### config.mk
export PLATFORM = sky130hd
export DESIGN_NAME = i2c_reg_bridge_flat
export DESIGN_NICKNAME = d
export VERILOG_FILES = /design/src/rtl/i2c_reg_bridge_if.sv /design/src/rtl/i2c_reg_bridge.sv /design/src/flat_wrapper.sv
export SDC_FILE = /design/constraint.sdc
export NUM_CORES = 1
export LEC_CHECK = 0
export CORE_MARGIN = 2
export CORE_UTILIZATION = 56
export CTS_CLUSTER_SIZE = 30
export DETAILED_ROUTE_END_ITERATION = 8
export GPL_TIMING_DRIVEN = 0
export PLACE_DENSITY = 0.81
export SLEW_MARGIN = 15
export SYNTH_ARGS = -nofsm -noshare
export SYNTH_HDL_FRONTEND = slang
export SYNTH_SLANG_ARGS = --single-unit
### constraint.sdc
create_clock -name clk -period 2.8 [get_ports clk]
set_clock_uncertainty 0.05 [all_clocks]
set_input_delay 0.56 -clock clk [delete_from_list [all_inputs] [get_ports clk]]
set_output_delay 0.56 -clock clk [all_outputs]
set_load 0.02 [all_outputs]
### src/rtl/i2c_reg_bridge_if.sv
// Register-bus interface between the I2C bridge and the register file.
//   reg_addr  : register pointer (bridge -> register file)
//   reg_wdata : write data (bridge -> register file)
//   reg_wr    : one-clk write strobe (bridge -> register file)
//   reg_rd    : one-clk read strobe (bridge -> register file)
//   reg_rdata : combinational read data for reg_addr (register file -> bridge)
interface i2c_reg_bridge_if;
  logic [7:0] reg_addr;
  logic [7:0] reg_wdata;
  logic       reg_wr;
  logic       reg_rd;
  logic [7:0] reg_rdata;

  modport master (output reg_addr, reg_wdata, reg_wr, reg_rd, input reg_rdata);
  modport slave  (input reg_addr, reg_wdata, reg_wr, reg_rd, output reg_rdata);
endinterface

### src/rtl/i2c_reg_bridge.sv
// I2C target front-end driving an 8-bit register bus.
// Decodes START/STOP, device address, register pointer, auto-incrementing
// burst writes/reads and generates ACKs.
//   clk     : system clock (>= 16x SCL)
//   rst     : asynchronous active-high reset
//   scl_in  : SCL pad input (asynchronous)
//   sda_in  : SDA pad input (asynchronous)
//   sda_oe  : 1 = pull SDA low (open drain)
//   busy    : high from an addressed START until STOP
//   rbus    : register bus (initiator side)
//
// state    | meaning
// IDLE     | bus free, waiting for START
// DEV_ADDR | shifting in device address + rw
// DEV_ACK  | acknowledging our device address
// REG_PTR  | shifting in register pointer
// PTR_ACK  | acknowledging pointer byte
// WR_DATA  | shifting in a write data byte
// WR_ACK   | acknowledging a write data byte
// RD_DATA  | fetching and shifting out a read byte
// RD_MACK  | sampling controller ACK/NACK after a read byte
// IGNORE   | not addressed / read ended, wait for START or STOP
module i2c_reg_bridge #(
  parameter logic [6:0] SLAVE_ADDR  = 7'h42,
  parameter int         SYNC_STAGES = 2
) (
  input  logic              clk,
  input  logic              rst,
  input  logic              scl_in,
  input  logic              sda_in,
  output logic              sda_oe,
  output logic              busy,
  i2c_reg_bridge_if.master  rbus
);

  typedef enum logic [3:0] {
    IDLE, DEV_ADDR, DEV_ACK, REG_PTR, PTR_ACK,
    WR_DATA, WR_ACK, RD_DATA, RD_MACK, IGNORE
  } state_t;

  logic [SYNC_STAGES-1:0] scl_sync, sda_sync;
  logic scl_s, sda_s, scl_d, sda_d;
  logic scl_rise, scl_fall, start_det, stop_det;

  state_t     state, state_nxt;
  logic [3:0] bit_cnt, bit_cnt_nxt;
  logic [7:0] rx_shift, rx_nxt, rx_byte;
  logic [7:0] tx_shift, tx_nxt;
  logic [1:0] rd_phase, rd_phase_nxt;
  logic       rw, rw_nxt;
  logic       sda_oe_nxt, busy_nxt;
  logic [7:0] addr_q, addr_nxt, wdata_q, wdata_nxt;
  logic       wr_q, wr_nxt, rd_q, rd_nxt;

  // Bus idles high, so synchronizers reset to 1 to avoid a false edge.
  always_ff @(posedge clk or posedge rst) begin
    if (rst) begin
      scl_sync <= '1;
      sda_sync <= '1;
      scl_d    <= 1'b1;
      sda_d    <= 1'b1;
    end else begin
      scl_sync <= {scl_sync[SYNC_STAGES-2:0], scl_in};
      sda_sync <= {sda_sync[SYNC_STAGES-2:0], sda_in};
      scl_d    <= scl_s;
      sda_d    <= sda_s;
    end
  end

  assign scl_s     = scl_sync[SYNC_STAGES-1];
  assign sda_s     = sda_sync[SYNC_STAGES-1];
  assign scl_rise  = scl_s & ~scl_d;
  assign scl_fall  = ~scl_s & scl_d;
  assign start_det = scl_s & scl_d & sda_d & ~sda_s;
  assign stop_det  = scl_s & scl_d & ~sda_d & sda_s;

  always_ff @(posedge clk or posedge rst) begin
    if (rst) begin
      state    <= IDLE;
      bit_cnt  <= '0;
      rx_shift <= '0;
      tx_shift <= '0;
      rd_phase <= '0;
      rw       <= 1'b0;
      sda_oe   <= 1'b0;
      busy     <= 1'b0;
      addr_q   <= '0;
      wdata_q  <= '0;
      wr_q     <= 1'b0;
      rd_q     <= 1'b0;
    end else begin
      state    <= state_nxt;
      bit_cnt  <= bit_cnt_nxt;
      rx_shift <= rx_nxt;
      tx_shift <= tx_nxt;
      rd_phase <= rd_phase_nxt;
      rw       <= rw_nxt;
      sda_oe   <= sda_oe_nxt;
      busy     <= busy_nxt;
      addr_q   <= addr_nxt;
      wdata_q  <= wdata_nxt;
      wr_q     <= wr_nxt;
      rd_q     <= rd_nxt;
    end
  end

  always_comb begin
    state_nxt    = state;
    bit_cnt_nxt  = bit_cnt;
    rx_nxt       = rx_shift;
    tx_nxt       = tx_shift;
    rd_phase_nxt = rd_phase;
    rw_nxt       = rw;
    sda_oe_nxt   = sda_oe;
    busy_nxt     = busy;
    addr_nxt     = addr_q;
    wdata_nxt    = wdata_q;
    wr_nxt       = 1'b0;
    rd_nxt       = 1'b0;
    rx_byte      = {rx_shift[6:0], sda_s};

    // Pointer advances the clk after each write strobe.
    if (wr_q) addr_nxt = addr_q + 8'd1;

    if (stop_det) begin
      state_nxt   = IDLE;
      busy_nxt    = 1'b0;
      sda_oe_nxt  = 1'b0;
      bit_cnt_nxt = '0;
    end else if (start_det) begin
      state_nxt   = DEV_ADDR;
      sda_oe_nxt  = 1'b0;
      bit_cnt_nxt = '0;
    end else begin
      case (state)
        DEV_ADDR, REG_PTR, WR_DATA: begin
          if (scl_rise) begin
            rx_nxt      = rx_byte;
            bit_cnt_nxt = bit_cnt + 4'd1;
            if (bit_cnt == 4'd7) begin
              bit_cnt_nxt = '0;
              if (state == DEV_ADDR) begin
                if (rx_byte[7:1] == SLAVE_ADDR) begin
                  rw_nxt    = rx_byte[0];
                  busy_nxt  = 1'b1;
                  state_nxt = DEV_ACK;
                end else begin
                  busy_nxt  = 1'b0;
                  state_nxt = IGNORE;
                end
              end else if (state == REG_PTR) begin
                addr_nxt  = rx_byte;
                state_nxt = PTR_ACK;
              end else begin
                wdata_nxt = rx_byte;
                wr_nxt    = 1'b1;
                state_nxt = WR_ACK;
              end
            end
          end
        end
        // First SCL fall starts the ACK bit, the second one ends it.
        DEV_ACK, PTR_ACK, WR_ACK: begin
          if (scl_fall) begin
            if (!sda_oe) begin
              sda_oe_nxt = 1'b1;
            end else begin
              sda_oe_nxt = 1'b0;
              if (state == DEV_ACK && rw) begin
                state_nxt    = RD_DATA;
                rd_nxt       = 1'b1;
                rd_phase_nxt = 2'd0;
                bit_cnt_nxt  = '0;
              end else if (state == DEV_ACK) begin
                state_nxt = REG_PTR;
              end else begin
                state_nxt = WR_DATA;
              end
            end
          end
        end
        RD_DATA: begin
          case (rd_phase)
            // reg_rd is high this clk, so reg_rdata is valid now.
            2'd0: begin
              tx_nxt       = rbus.reg_rdata;
              rd_phase_nxt = 2'd1;
            end
            2'd1: begin
              addr_nxt     = addr_q + 8'd1;
              sda_oe_nxt   = ~tx_shift[7];
              rd_phase_nxt = 2'd2;
            end
            default: begin
              if (scl_fall) begin
                if (bit_cnt == 4'd7) begin
                  sda_oe_nxt  = 1'b0;
                  bit_cnt_nxt = '0;
                  state_nxt   = RD_MACK;
                end else begin
                  tx_nxt      = {tx_shift[6:0], 1'b0};
                  sda_oe_nxt  = ~tx_shift[6];
                  bit_cnt_nxt = bit_cnt + 4'd1;
                end
              end
            end
          endcase
        end
        // bit_cnt==1 marks an ACK seen on the 9th rise.
        RD_MACK: begin
          if (scl_rise) begin
            if (sda_s) state_nxt = IGNORE;
            else       bit_cnt_nxt = 4'd1;
          end else if (scl_fall && bit_cnt == 4'd1) begin
            state_nxt    = RD_DATA;
            rd_nxt       = 1'b1;
            rd_phase_nxt = 2'd0;
            bit_cnt_nxt  = '0;
          end
        end
        IGNORE:  sda_oe_nxt = 1'b0;
        default: ;
      endcase
    end
  end

  assign rbus.reg_addr  = addr_q;
  assign rbus.reg_wdata = wdata_q;
  assign rbus.reg_wr    = wr_q;
  assign rbus.reg_rd    = rd_q;

endmodule

### src/flat_wrapper.sv
// flat-port wrapper written by rule: the top's interface ports become plain ports
module i2c_reg_bridge_flat 
#(
  parameter logic [6:0] SLAVE_ADDR  = 7'h42,
  parameter int         SYNC_STAGES = 2
)
  (clk, rst, scl_in, sda_in, sda_oe, busy, rbus_reg_addr, rbus_reg_wdata, rbus_reg_wr, rbus_reg_rd, rbus_reg_rdata);
  i2c_reg_bridge_if rbus_i ();
  input  logic clk;
  input  logic rst;
  input  logic scl_in;
  input  logic sda_in;
  output logic sda_oe;
  output logic busy;
  output wire logic [$bits(rbus_i.reg_addr)-1:0] rbus_reg_addr;
  output wire logic [$bits(rbus_i.reg_wdata)-1:0] rbus_reg_wdata;
  output wire logic [$bits(rbus_i.reg_wr)-1:0] rbus_reg_wr;
  output wire logic [$bits(rbus_i.reg_rd)-1:0] rbus_reg_rd;
  input wire logic [$bits(rbus_i.reg_rdata)-1:0] rbus_reg_rdata;
  assign rbus_reg_addr = rbus_i.reg_addr;
  assign rbus_reg_wdata = rbus_i.reg_wdata;
  assign rbus_reg_wr = rbus_i.reg_wr;
  assign rbus_reg_rd = rbus_i.reg_rd;
  assign rbus_i.reg_rdata = rbus_reg_rdata;
  i2c_reg_bridge #(.SLAVE_ADDR(SLAVE_ADDR), .SYNC_STAGES(SYNC_STAGES)) u_core (.clk(clk), .rst(rst), .scl_in(scl_in), .sda_in(sda_in), .sda_oe(sda_oe), .busy(busy), .rbus(rbus_i));
endmodule
==> impl_metrics.toml <==
[status]
status = "completed"

[synth]
synth_enable_flop_cells = 0
yosys-top-cells-area = "dfrtp_1 39%, nand2_1 6.4%, dfstp_2 5.4%, mux2i_1 3.1%, mux2_2 3.1%"
yosysWarnings = 0
syn_avg_cell_area_sq_um = 9.576
synth_top_area_share = 0.3928
synth_ff_type = "dfrtp_1"
async_reset_ff_frac = 1.000
yosysUniqueCellTypes = 65
netlist_instances = 306
syn_area_sq_um = 2930
ys_seq_area_frac = 0.4466
synth-seq-cells = 52
syn_nets = 321
synth_area_leader_cell = "dfrtp_1"

[route]
vias = 2552
dr.pass1.iters = 5
postRouteAntennaNets = 0
wirelength_um = 6854
drt-initial-drc-count = 187
drt-wirelength-per-cell_um = 16.48
viasPerCell = 6.135
drc_errors = 0

[worst_setup_path]
worstSetupEndpointType = "register"
critPathArrivalTime_ns = 2.53
reg2reg_to = "u_core.rbus.reg_wdata[5]"
worstSetupPathType = "reg2reg"
cp-start-kind = "register"
cp_max_fo = 9
timing.rr.start = "u_core.bit_cnt[0]"
reg2regPathDepth = 7
cp.required_ns = 3.00
r2r_slack_ns = 0.47

[hold_path]
min_path_cells = 0
hold_class = "reg2reg"
holdPathEnd = "u_core.scl_sync[1]"
hp-start = "u_core.scl_sync[0]"

[sta]
slew_violations = 0
finalCriticalPeriod_ns = 2.328
finalSetupTns_ns = 0
finalHoldViolCount = 0
whs_ns = 0.3163
grt_setup_unrepaired = "false"
slew-limit-headroom = 0.4292
finalCritPeriodShare = 0.8313
setup_violations = 0
timing.fmax_mhz = 429.6
tightestPinTransition_ns = 0.8530

[floorplanning]
die_h_um = 76.34
start_util = 0.5774
die_area_sq_um = 5827
die_w_um = 76.34
rows = 26
coreArea_sq_um = 5075
ios = 32

[global_routing]
antenna_found_initial = 0
grt_pass1_wl_um = 11790
grt_max_degree = 37
grt_usage = 0.2499
grt_overflow = 0
grt_pass1_vias = 2384

[clock_tree]
cts_max_level = 2
cts_tree = "built"
clk_latency_ns = 0.31
cts_hold_buffers = 0
clk_path_buf_depth = 2
root_buffer = "clkbuf_8"
cts_setup_buffers = 0
cts.sinks = 52
ctsResizeCount = 0
clkSlewWorstSetupHoldPaths_ns = 0.10
cts_buffers = 5

[placement]
place_congestion = 0.9301
io_buffers = 31
dpl.hpwl_um = 5018
dpl_cell_area_sq_um = 3348

[layout]
fin_nets = 360
multi_input_area_sq_um = 1514
design_area_sq_um = 3440
final_util = 0.6778
syn2layout_area_growth_pct = 17.38
layout-drive-gt1-share = 0.1387
nFillCells = 424
seqCellArea_sq_um = 1309
n_antenna_cell = 0

[power]
pwr-share-clk = 0.162
combPwrFrac = 0.441
p_int_uw = 1603
peakVddDrop_uv = 445.0
power_density_nw_per_um2 = 796.4
switching_power_uw = 1136
netSwitchingFraction = 0.4147
p_leak_uw = 0.001523
power_frac_seq = 0.397

[run]
drv_cap = 0
worst max-delay path, cell delays in order (launching register included):
cell and delay, ns:
dfrtp_1 0.46, ha_1 0.25, nand3b_1 0.26, nor3_1 0.44, nand3b_1 0.39, inv_2 0.26
nand2_1 0.08, nand2_1 0.07
through the flow:
stage	power [uW]	instances	worst slack [ns]
final	2739	416	0.4723
after floorplan	1984	306	0.8628
after global placement	2249	407	0.008635
after CTS	2724	416	0.5062
after global routing	2917	416	0.2284
after detailed placement	2285	408	0.5544
worst max path at each step:
stage                            start                       end  slack [ns]  cells past startpoint
floorplan           u_core.sda_sync[1]   u_core.rbus.reg_addr[0]        0.86                      9
global placement                   rst   u_core.rbus.reg_addr[7]       0.009                      2
detailed placement   u_core.bit_cnt[0]  u_core.rbus.reg_wdata[5]        0.55                      7
CTS                  u_core.bit_cnt[0]  u_core.rbus.reg_wdata[5]        0.51                      7
global route         u_core.bit_cnt[0]  u_core.rbus.reg_wdata[5]        0.23                      7
finish               u_core.bit_cnt[0]  u_core.rbus.reg_wdata[5]        0.47                      7
cell usage after synthesis (all sizes together) (3+ instances only):
cell type / instances
dfstp: 6
o22ai: 8
buf: 9
xnor2: 3
xor2: 9
nand2b: 4
a21oi: 9
o2bb2ai: 5
inv: 8
nand4: 4
nand3: 13
a31oi: 3
nand2: 51
ha: 3
dfrtp: 46
o211ai: 4
nor2b: 3
mux2i: 9
a211oi: 4
a22oi: 6
nor2: 19
clkbuf: 5
a32o: 3
nor3: 5
mux2: 8
and3: 9
o21ai: 19
nand3b: 4
per-layer routing:
layer	vias to the layer above	track usage	share of wire
li1	1191	-	-
met1	1255	0.3636	0.46
met2	91	0.3973	0.47
met3	15	0.03673	0.053
met4	0	0.06182	0.014
met5	-	0	0
cell families after synthesis:
kind of cell               share of synthesized area
DFF                                           0.4466
adders and majority gates                    0.01281
xor gates and xnor gates                     0.03587
muxes                                        0.06149
and+or+nand+nor                               0.2178
AOI/OAI and AO/OA                             0.1887
buffers and inverters                        0.03672
registers in the layout (all words and copies together), names as in the netlist, 2 cells and up:
signal                 count
u_core.rbus.reg_addr       8
u_core.scl_sync            2
u_core.state               4
u_core.rx_shift            7
u_core.bit_cnt             4
u_core.sda_sync            2
u_core.rbus.reg_wdata      8
u_core.rd_phase            2
u_core.tx_shift            8
power by group through the flow:
| stage | logic (uW) | registers [uW] | clock network, uW |
|---|---|---|---|
| after floorplan | 923 | 1060 | 0 |
| after global placement | 1160 | 1090 | 0 |
| after detailed placement | 1180 | 1100 | 0 |
| after CTS | 1190 | 1090 | 450 |
| after global routing | 1330 | 1110 | 475 |
| final | 1210 | 1090 | 442 |
final cells by class:
cell class / count / area share
Sequential cell: 52 / 0.3805
Buffer: 14 / 0.02255
Inverter: 8 / 0.008730
Timing Repair Buffer: 32 / 0.09603
Clock buffer: 5 / 0.02001
Tap cell: 70 / 0.02546
Clock inverter: 3 / 0.006548
Multi-Input combinational cell: 232 / 0.4402
cells in the final DEF, fill, tap and decap left out, types with 4 or more instances in the layout:
cell type,netlist,routed
nand2_1,50,50
dfrtp_1,46,46
clkdlybuf4s50_1,0,31
nor2_1,18,18
nand3_1,13,13
o21ai_0,12,12
and3_1,9,9
xor2_1,9,9
mux2i_1,9,9
mux2_2,8,8
a21oi_1,8,8
o22ai_1,8,8
o21ai_1,6,6
inv_1,7,6
a22oi_1,6,6
dfstp_2,6,6
buf_2,5,5
clkbuf_1,5,5
o2bb2ai_1,5,5
clkbuf_8,0,5
nand3b_1,4,4
nand2b_1,4,4
a211oi_1,4,4
nor3_1,4,4
nand4_1,4,4
o211ai_1,4,4
No activity file was read; power rests on OpenSTA's default activity.
